==> src/rtl/seg7_scan_driver.sv <==
// seg7_scan_driver
// Time-multiplexes eight hex digits onto one shared set of active-low cathodes.
// A 3-bit digit index goes to an external 3-to-8 anode decoder. Display data is
// double-buffered and becomes active only at the 7->0 wrap of the scan. Because
// of this, a frame never mixes old and new data.
//
// Ports
//   clk               system clock
//   reset_n           synchronous reset, active-low
//   value[31:0]       display data, nibble i belongs to digit i
//   dp_in[7:0]        decimal-point request per digit, active-high
//   digit_en[7:0]     per-digit enable, 0 blanks the digit
//   blank_lead_zeros  suppress leading zero digits (digit 0 always shown)
//   load              strobe: capture value/dp_in into the pending buffer
//   load_ack          one-cycle pulse when pending data becomes active
//   digit_sel[2:0]    current digit index for the anode decoder
//   segments[6:0]     {g,f,e,d,c,b,a}, active-low
//   dp                decimal point, active-low
//   frame_start       one-cycle pulse on the first cycle with digit_sel = 0

module seg7_scan_driver #(
   parameter int REFRESH_DIV = 100000
) (
   input  logic        clk,
   input  logic        reset_n,
   input  logic [31:0] value,
   input  logic [7:0]  dp_in,
   input  logic [7:0]  digit_en,
   input  logic        blank_lead_zeros,
   input  logic        load,
   output logic        load_ack,
   output logic [2:0]  digit_sel,
   output logic [6:0]  segments,
   output logic        dp,
   output logic        frame_start
);

   localparam int PW = $clog2(REFRESH_DIV);
   localparam logic [PW-1:0] PRE_MAX = PW'(REFRESH_DIV - 1);

   logic [PW-1:0] prescaler;
   logic [31:0]   active_val, pending_val;
   logic [7:0]    active_dp, pending_dp;
   logic          pending_valid;

   logic          tick, wrap;
   logic [2:0]    sel_nxt;
   logic [31:0]   act_val_nxt, pend_val_nxt, upper;
   logic [7:0]    act_dp_nxt, pend_dp_nxt;
   logic          pv_nxt, ack_nxt, blank;
   logic [3:0]    nib;
   logic [6:0]    seg_code;

   assign tick    = (prescaler == PRE_MAX);
   assign wrap    = tick && (digit_sel == 3'd7);
   assign sel_nxt = digit_sel + 3'd1;

   // Buffer update. A load that lands on the wrap tick goes straight to
   // active, so the ack is not held back by a whole frame.
   always_comb begin
      act_val_nxt  = active_val;
      act_dp_nxt   = active_dp;
      pend_val_nxt = pending_val;
      pend_dp_nxt  = pending_dp;
      pv_nxt       = pending_valid;
      ack_nxt      = 1'b0;
      if (wrap) begin
         if (load) begin
            act_val_nxt = value;
            act_dp_nxt  = dp_in;
            pv_nxt      = 1'b0;
            ack_nxt     = 1'b1;
         end else if (pending_valid) begin
            act_val_nxt = pending_val;
            act_dp_nxt  = pending_dp;
            pv_nxt      = 1'b0;
            ack_nxt     = 1'b1;
         end
      end else if (load) begin
         pend_val_nxt = value;
         pend_dp_nxt  = dp_in;
         pv_nxt       = 1'b1;
      end
   end

   // Segment source for the slot about to start. The source is the post-commit
   // data, so digit 0 shows the new value on the frame where it commits.
   // upper holds nibbles 7..sel. When it is zero, every digit from sel up is a
   // leading zero.
   always_comb begin
      upper = act_val_nxt >> {sel_nxt, 2'b00};
      nib   = upper[3:0];
      blank = ~digit_en[sel_nxt] |
              (blank_lead_zeros && (sel_nxt != 3'd0) && (upper == 32'd0));
      case (nib)
         4'h0:    seg_code = 7'b1000000;
         4'h1:    seg_code = 7'b1111001;
         4'h2:    seg_code = 7'b0100100;
         4'h3:    seg_code = 7'b0110000;
         4'h4:    seg_code = 7'b0011001;
         4'h5:    seg_code = 7'b0010010;
         4'h6:    seg_code = 7'b0000010;
         4'h7:    seg_code = 7'b1111000;
         4'h8:    seg_code = 7'b0000000;
         4'h9:    seg_code = 7'b0010000;
         4'hA:    seg_code = 7'b0001000;
         4'hB:    seg_code = 7'b0000011;
         4'hC:    seg_code = 7'b1000110;
         4'hD:    seg_code = 7'b0100001;
         4'hE:    seg_code = 7'b0000110;
         default: seg_code = 7'b0001110;
      endcase
   end

   always_ff @(posedge clk) begin
      if (!reset_n) begin
         prescaler     <= '0;
         digit_sel     <= 3'd0;
         active_val    <= 32'd0;
         active_dp     <= 8'd0;
         pending_val   <= 32'd0;
         pending_dp    <= 8'd0;
         pending_valid <= 1'b0;
         segments      <= 7'h7F;
         dp            <= 1'b1;
         load_ack      <= 1'b0;
         frame_start   <= 1'b0;
      end else begin
         prescaler     <= tick ? '0 : prescaler + PW'(1);
         active_val    <= act_val_nxt;
         active_dp     <= act_dp_nxt;
         pending_val   <= pend_val_nxt;
         pending_dp    <= pend_dp_nxt;
         pending_valid <= pv_nxt;
         load_ack      <= ack_nxt;
         frame_start   <= wrap;
         if (tick) begin
            digit_sel <= sel_nxt;
            segments  <= blank ? 7'h7F : seg_code;
            dp        <= blank ? 1'b1 : ~act_dp_nxt[sel_nxt];
         end
      end
   end

endmodule

==> config.mk <==
export PLATFORM = sky130hd
export DESIGN_NAME = seg7_scan_driver
export DESIGN_NICKNAME = d
export VERILOG_FILES = /design/src/rtl/seg7_scan_driver.sv
export SDC_FILE = /design/constraint.sdc
export NUM_CORES = 1
export LEC_CHECK = 0
export ABC_AREA = 1
export BUFFER_PORTS_ARGS = -buffer_cell sky130_fd_sc_hd__buf_2
export CORE_ASPECT_RATIO = 0.6
export CORE_MARGIN = 5
export CORE_UTILIZATION = 35
export DETAILED_ROUTE_END_ITERATION = 8
export GPL_ROUTABILITY_DRIVEN = 1
export GPL_TIMING_DRIVEN = 0
export PLACE_DENSITY_LB_ADDON = 0.1
export SLEW_MARGIN = 25
export SYNTH_ARGS = -nofsm -noshare
export SYNTH_HDL_FRONTEND = slang
export SYNTH_SLANG_ARGS = --single-unit
==> constraint.sdc <==
create_clock -name clk -period 4.9 [get_ports clk]
set_input_delay 0.49 -clock clk [delete_from_list [all_inputs] [get_ports clk]]
set_output_delay 0.49 -clock clk [all_outputs]
set_load 0.01 [all_outputs]
# Yosys cells after proc, flatten, opt, wreduce, memory -nomap -nowiden
# Memories as Yosys holds them, arrays and structs flattened.
# Cells that the tools add are included.
# totals
regBits,111
rom_bits,112
input_bits,52
output_inout_bits,13
elab_cells,46
n_memories,1
# classes
n_addsub,2
order_cmp,1
n_eq_ne,2
n_shift,1
mux,14
bitwise,5
n_reduce_logical,9
# memory_table
memory,depth,word_bits,rd,rd_clocked_by_memory_dff,write_ports,line_no,source
(no name shown),16,7,1,0,0,95,case (nib)
# op_table
cell,count
$mux 32,3
$logic_not 32->1,1
$shr 32x5->32,1
$mux 8,3
$add 17x1->17 const B,1
$eq 17x17->1 const B,1
$mux 7,1
$bmux 1 s3,2
$mux 1,5
$lt 3x4->1 const B,1
$not 1->1,4
$reduce_and 2->1,2
$reduce_or 2->1,2
$add 3x1->3 const B,1
$eq 3x3->1 const B,1
$logic_and 1x1->1,3
$reduce_bool 3->1,1
$or 1x1->1,1

# Depth between registers and ports, before layout
# depth
ltp_word,8
ltp_mapped,23

# Worst setup path before layout
# No wires, ideal clock.
# synth_timing
kind,reg-to-reg
startpoint,register digit_sel[0]
endpoint,register dp
setup_ps,56
arrival_ps,2937
setup_slack_ps,1908
stages_incl_launch_ff,22
synth_period_minus_slack_ps,2992
cell_sequence,dfxtp_1 ha_1 ha_1 buf_2 clkbuf_1 inv_1 nor2_1 nand2_1 nand2_1 nand3_1 nand3_1 nand3_1 nand2_1 ha_1 inv_1 nor3b_1 nand3_2 nor2_4 nand2_4 nand3_1 nand2_1 inv_1
# synth_between
elab_chain_cells,8
# synth_rtl
item,line_no,source
"start, declared",32,"output logic [2:0] digit_sel,"
"start signal, assigned",138,digit_sel <= sel_nxt;
"parallel branches: the longest is 7 deep, another holds $add 3x1->3",-,
$mux 1 *,140,dp <= blank ? 1'b1 : ~act_dp_nxt[sel_nxt];
"end signal, assigned",140,
"end, declared",34,"output logic dp,"
# Mark *: on every way between the ends. The select of a mux whose other input is x is not followed.
# A chain may end at the register's enable or synchronous reset.

# Worst setup path after layout
# layout_timing
startpoint,register digit_sel[0]
endpoint,register segments[2]
# layout_between
elab_chain_cells,8
# layout_rtl
item,line_no,source
"parallel branches: the longest is 7 deep, another holds $mem_v2 16x7",-,
$mux 7 *,139,segments <= blank ? 7'h7F : seg_code;
"end signal, assigned",139,
"end, declared",33,"output logic [6:0] segments,"
# Marked as above.

==> results_dict.tcl <==
set metrics [dict create \
    vias 6894 \
    cpPeakStageDelay_ps 590 \
    tns_ps 0 \
    synth_cell_type_count 42 \
    fin_crit_ps 4040 \
    synth_common_cells "nand2_1 (374), nor2_1 (122), dfxtp_1 (111)" \
    finalInstanceArea_sq_um 7420 \
    drv_cap 0 \
    syn_inst 1044 \
    ys.flop_type "dfxtp_1" \
    reg2reg_slack_ps 860 \
    antenna_found_initial 0 \
    grt_pass1_vias 6257 \
    crit_required_ps 5210 \
    dp_hpwl_um 17900 \
    outcome "complete, no violations" \
    powerDensity_nw_per_um2 254 \
    synth_area_per_cell_sq_um 6.22 \
    ctsResizeCount 0 \
    tightest_slew_ps 898 \
    report.power.total_mw 1.88 \
    wl_per_cell_um 16.9 \
    clk-insertion-delay-late_ps 370 \
    drive_gt1_share_pct 12.6 \
    cp.arrival_ps 4350 \
    startpoint "digit_sel[0]" \
    placed_cells 1348 \
    coreArea_sq_um 18200 \
    drt_iter0_drc 625 \
    drtPass1Iterations 5 \
    yosys_register_bits 111 \
    worstHoldPathType "input pin to flip-flop" \
    yosys.area.top_type "dfxtp_1" \
    fillers 2030 \
    worst-path-max-fanout 10 \
    r2r_start "digit_sel[0]" \
    grt_use_met2_pct 27.4 \
    power_leakage_nw 3.45 \
    path_class "flip-flop to flip-flop" \
    die_h_um 116 \
    yosys.area.top_type_share_pct 34.2 \
    top_usage_layer "met1" \
    cts_sinks 111 \
    dieArea_sq_um 21500 \
    initial_core_util_pct 35.8 \
    r2r_cells 21 \
    ys_seq_area_share_pct 34.2 \
    period_share_pct 82.5 \
    synth_area_sq_um 6500 \
    portBuffers 64 \
    drtAntennaViolNets 0 \
    critPathLaunchType "flip-flop" \
    htreeDepth 3 \
    max_slew_margin_pct 39.9 \
    grt_usage_pct 21.8 \
    cts-root-buf "clkbuf_16" \
    via_per_inst 5.05 \
    synthArstFlopShare_pct 0 \
    instances_no_fill 1364 \
    synth_edf_count 0 \
    cts_tree "built" \
    timing.rr.end "segments[2]" \
    placed_area_sq_um 7120 \
    clockBufferDepth 2 \
    grt_max_degree 19 \
    fp-row-count 38 \
    overflow 0 \
    skew_ps 9.50 \
    grt_pass1_wl_um 36000 \
    vdd_drop_max_uv 160 \
    worstPathCellList "ha_1 -> ha_1 -> buf_2 -> clkbuf_1 -> inv_1 -> nor2_1 -> nand2_1 -> nand2_1 -> nand3_1 -> nand3_1 -> nand3_1 -> nand2_1 -> ha_1 -> inv_1 -> nor3b_1 -> nand3_2 -> nor2_4 -> nand2_4 -> nand3_1 -> nand2_1 -> inv_1" \
    wl_um 23100 \
    cts_setup_buffers 0 \
    synth_most_common_cell "nand2_1" \
    hold_buffers 0 \
    fmax_ghz 0.247 \
    area_growth_pct 14.3 \
    hold_violations 0 \
    endpoint_kind "flip-flop" \
    grt_use_met3_pct 5.65 \
    synthTopCellsByArea "dfxtp_1 (34%), nand2_1 (22%), nand3_1 (7.8%)" \
    dieWidth_um 186 \
    ys_warn_count 0 \
    slowest_stage "clkbuf_1" \
    drv_slew 0 \
    synth_nets 1106 \
    clk_pin_slew_ps 80 \
    finalSetupViolCount 0 \
    n_antenna_cell 0 \
    pin_count 65 \
    gp_congestion 0.936 \
    grtUsageMet1_pct 36.2 \
    critPathCapture "segments[2]" \
    route.detailed.drc 0 \
    cts-buffers-inserted 9 \
    nets 1181 \
    rsz0062_at_grt "false" \
]
==> report_power, final <==
part / switching (mW) / internal [mW]
combinational: 0.112 / 0.0515
clock: 0.372 / 0.414
sequential: 0.0105 / 0.923
==> placed cells by master, fill, tap and decap left out, drive strengths merged <==
master,n
nand2,382
inv,84
o31ai,1
ha,10
o21ai,31
and2,2
dfxtp,111
a21oi,55
xnor2,2
xor2,4
clkbuf,39
a211oi,4
nand4,24
nand3,108
nor3,8
nor4,2
o211ai,2
clkinvlp,1
or2,9
o22ai,1
buf,87
a32o,1
clkinv,6
bufinv,1
a22o,15
nor2,131
nor3b,2
a21boi,1
==> state kept, by name, summed over array words and instances (netlist names), 3 cells and up <==
register     flops
pending_dp       8
active_dp        8
prescaler       17
pending_val     32
active_val      32
digit_sel        3
segments         7
==> worst max-delay path, delay by kind of cell (launching register included) <==
kind / cells / cell delay [ps]
AND/OR/NAND/NOR: 13 / 1770
buffers and inverters: 5 / 1100
adder cells (fa/ha/maj): 3 / 600
flip-flops: 1 / 510
==> metal layers <==
layer	wire length (um)	vias up
li1	-	3484
met2	8140	236
met5	0	-
met1	12800	3160
met3	1970	14
met4	184	0
==> cell families (layout without fill, tap and decap cells) <==
kind of cell,count (synthesis),in the layout,synth area share [%]
flops,111,111,34.2
buf+inv,138,218,8.67
compound gates,111,111,9.94
xor+xnor,6,6,0.809
simple gates,668,668,44.5
fa+ha+maj,10,10,1.93
==> area by class of cell <==
class	instances	area (sq um)	share of cell area, %
inverter	86	324	4.37
clock buffer	10	239	3.22
buffer	52	239	3.22
tap	240	300	4.05
multi-input combinational	795	3710	50.0
clock inverter	6	67.6	0.910
timing repair buffer	64	320	4.31
sequential	111	2220	29.9
==> how the worst min path moves through the flow <==
stage	start	end	slack, ps	depth (start not counted)
after detailed placement	prescaler[0]	prescaler[0]	430	1
after floorplan	prescaler[0]	prescaler[0]	420	1
after CTS	value[23]	pending_val[23]	380	3
after global routing	value[20]	pending_val[20]	380	3
final	value[23]	pending_val[23]	380	3
after global placement	prescaler[0]	prescaler[0]	430	1
==> per-stage QoR <==
| stage | util (%) | hold WS, ps | setup WS [ps] |
|---|---|---|---|
| floorplan | - | 418 | 1910 |
| global placement | 39.2 | 427 | 897 |
| detailed placement | 39.2 | 435 | 924 |
| CTS | 40.9 | 378 | 895 |
| global route | 40.9 | 385 | 414 |
| finish | 40.9 | 382 | 858 |
(Power assumes the default switching activity.)
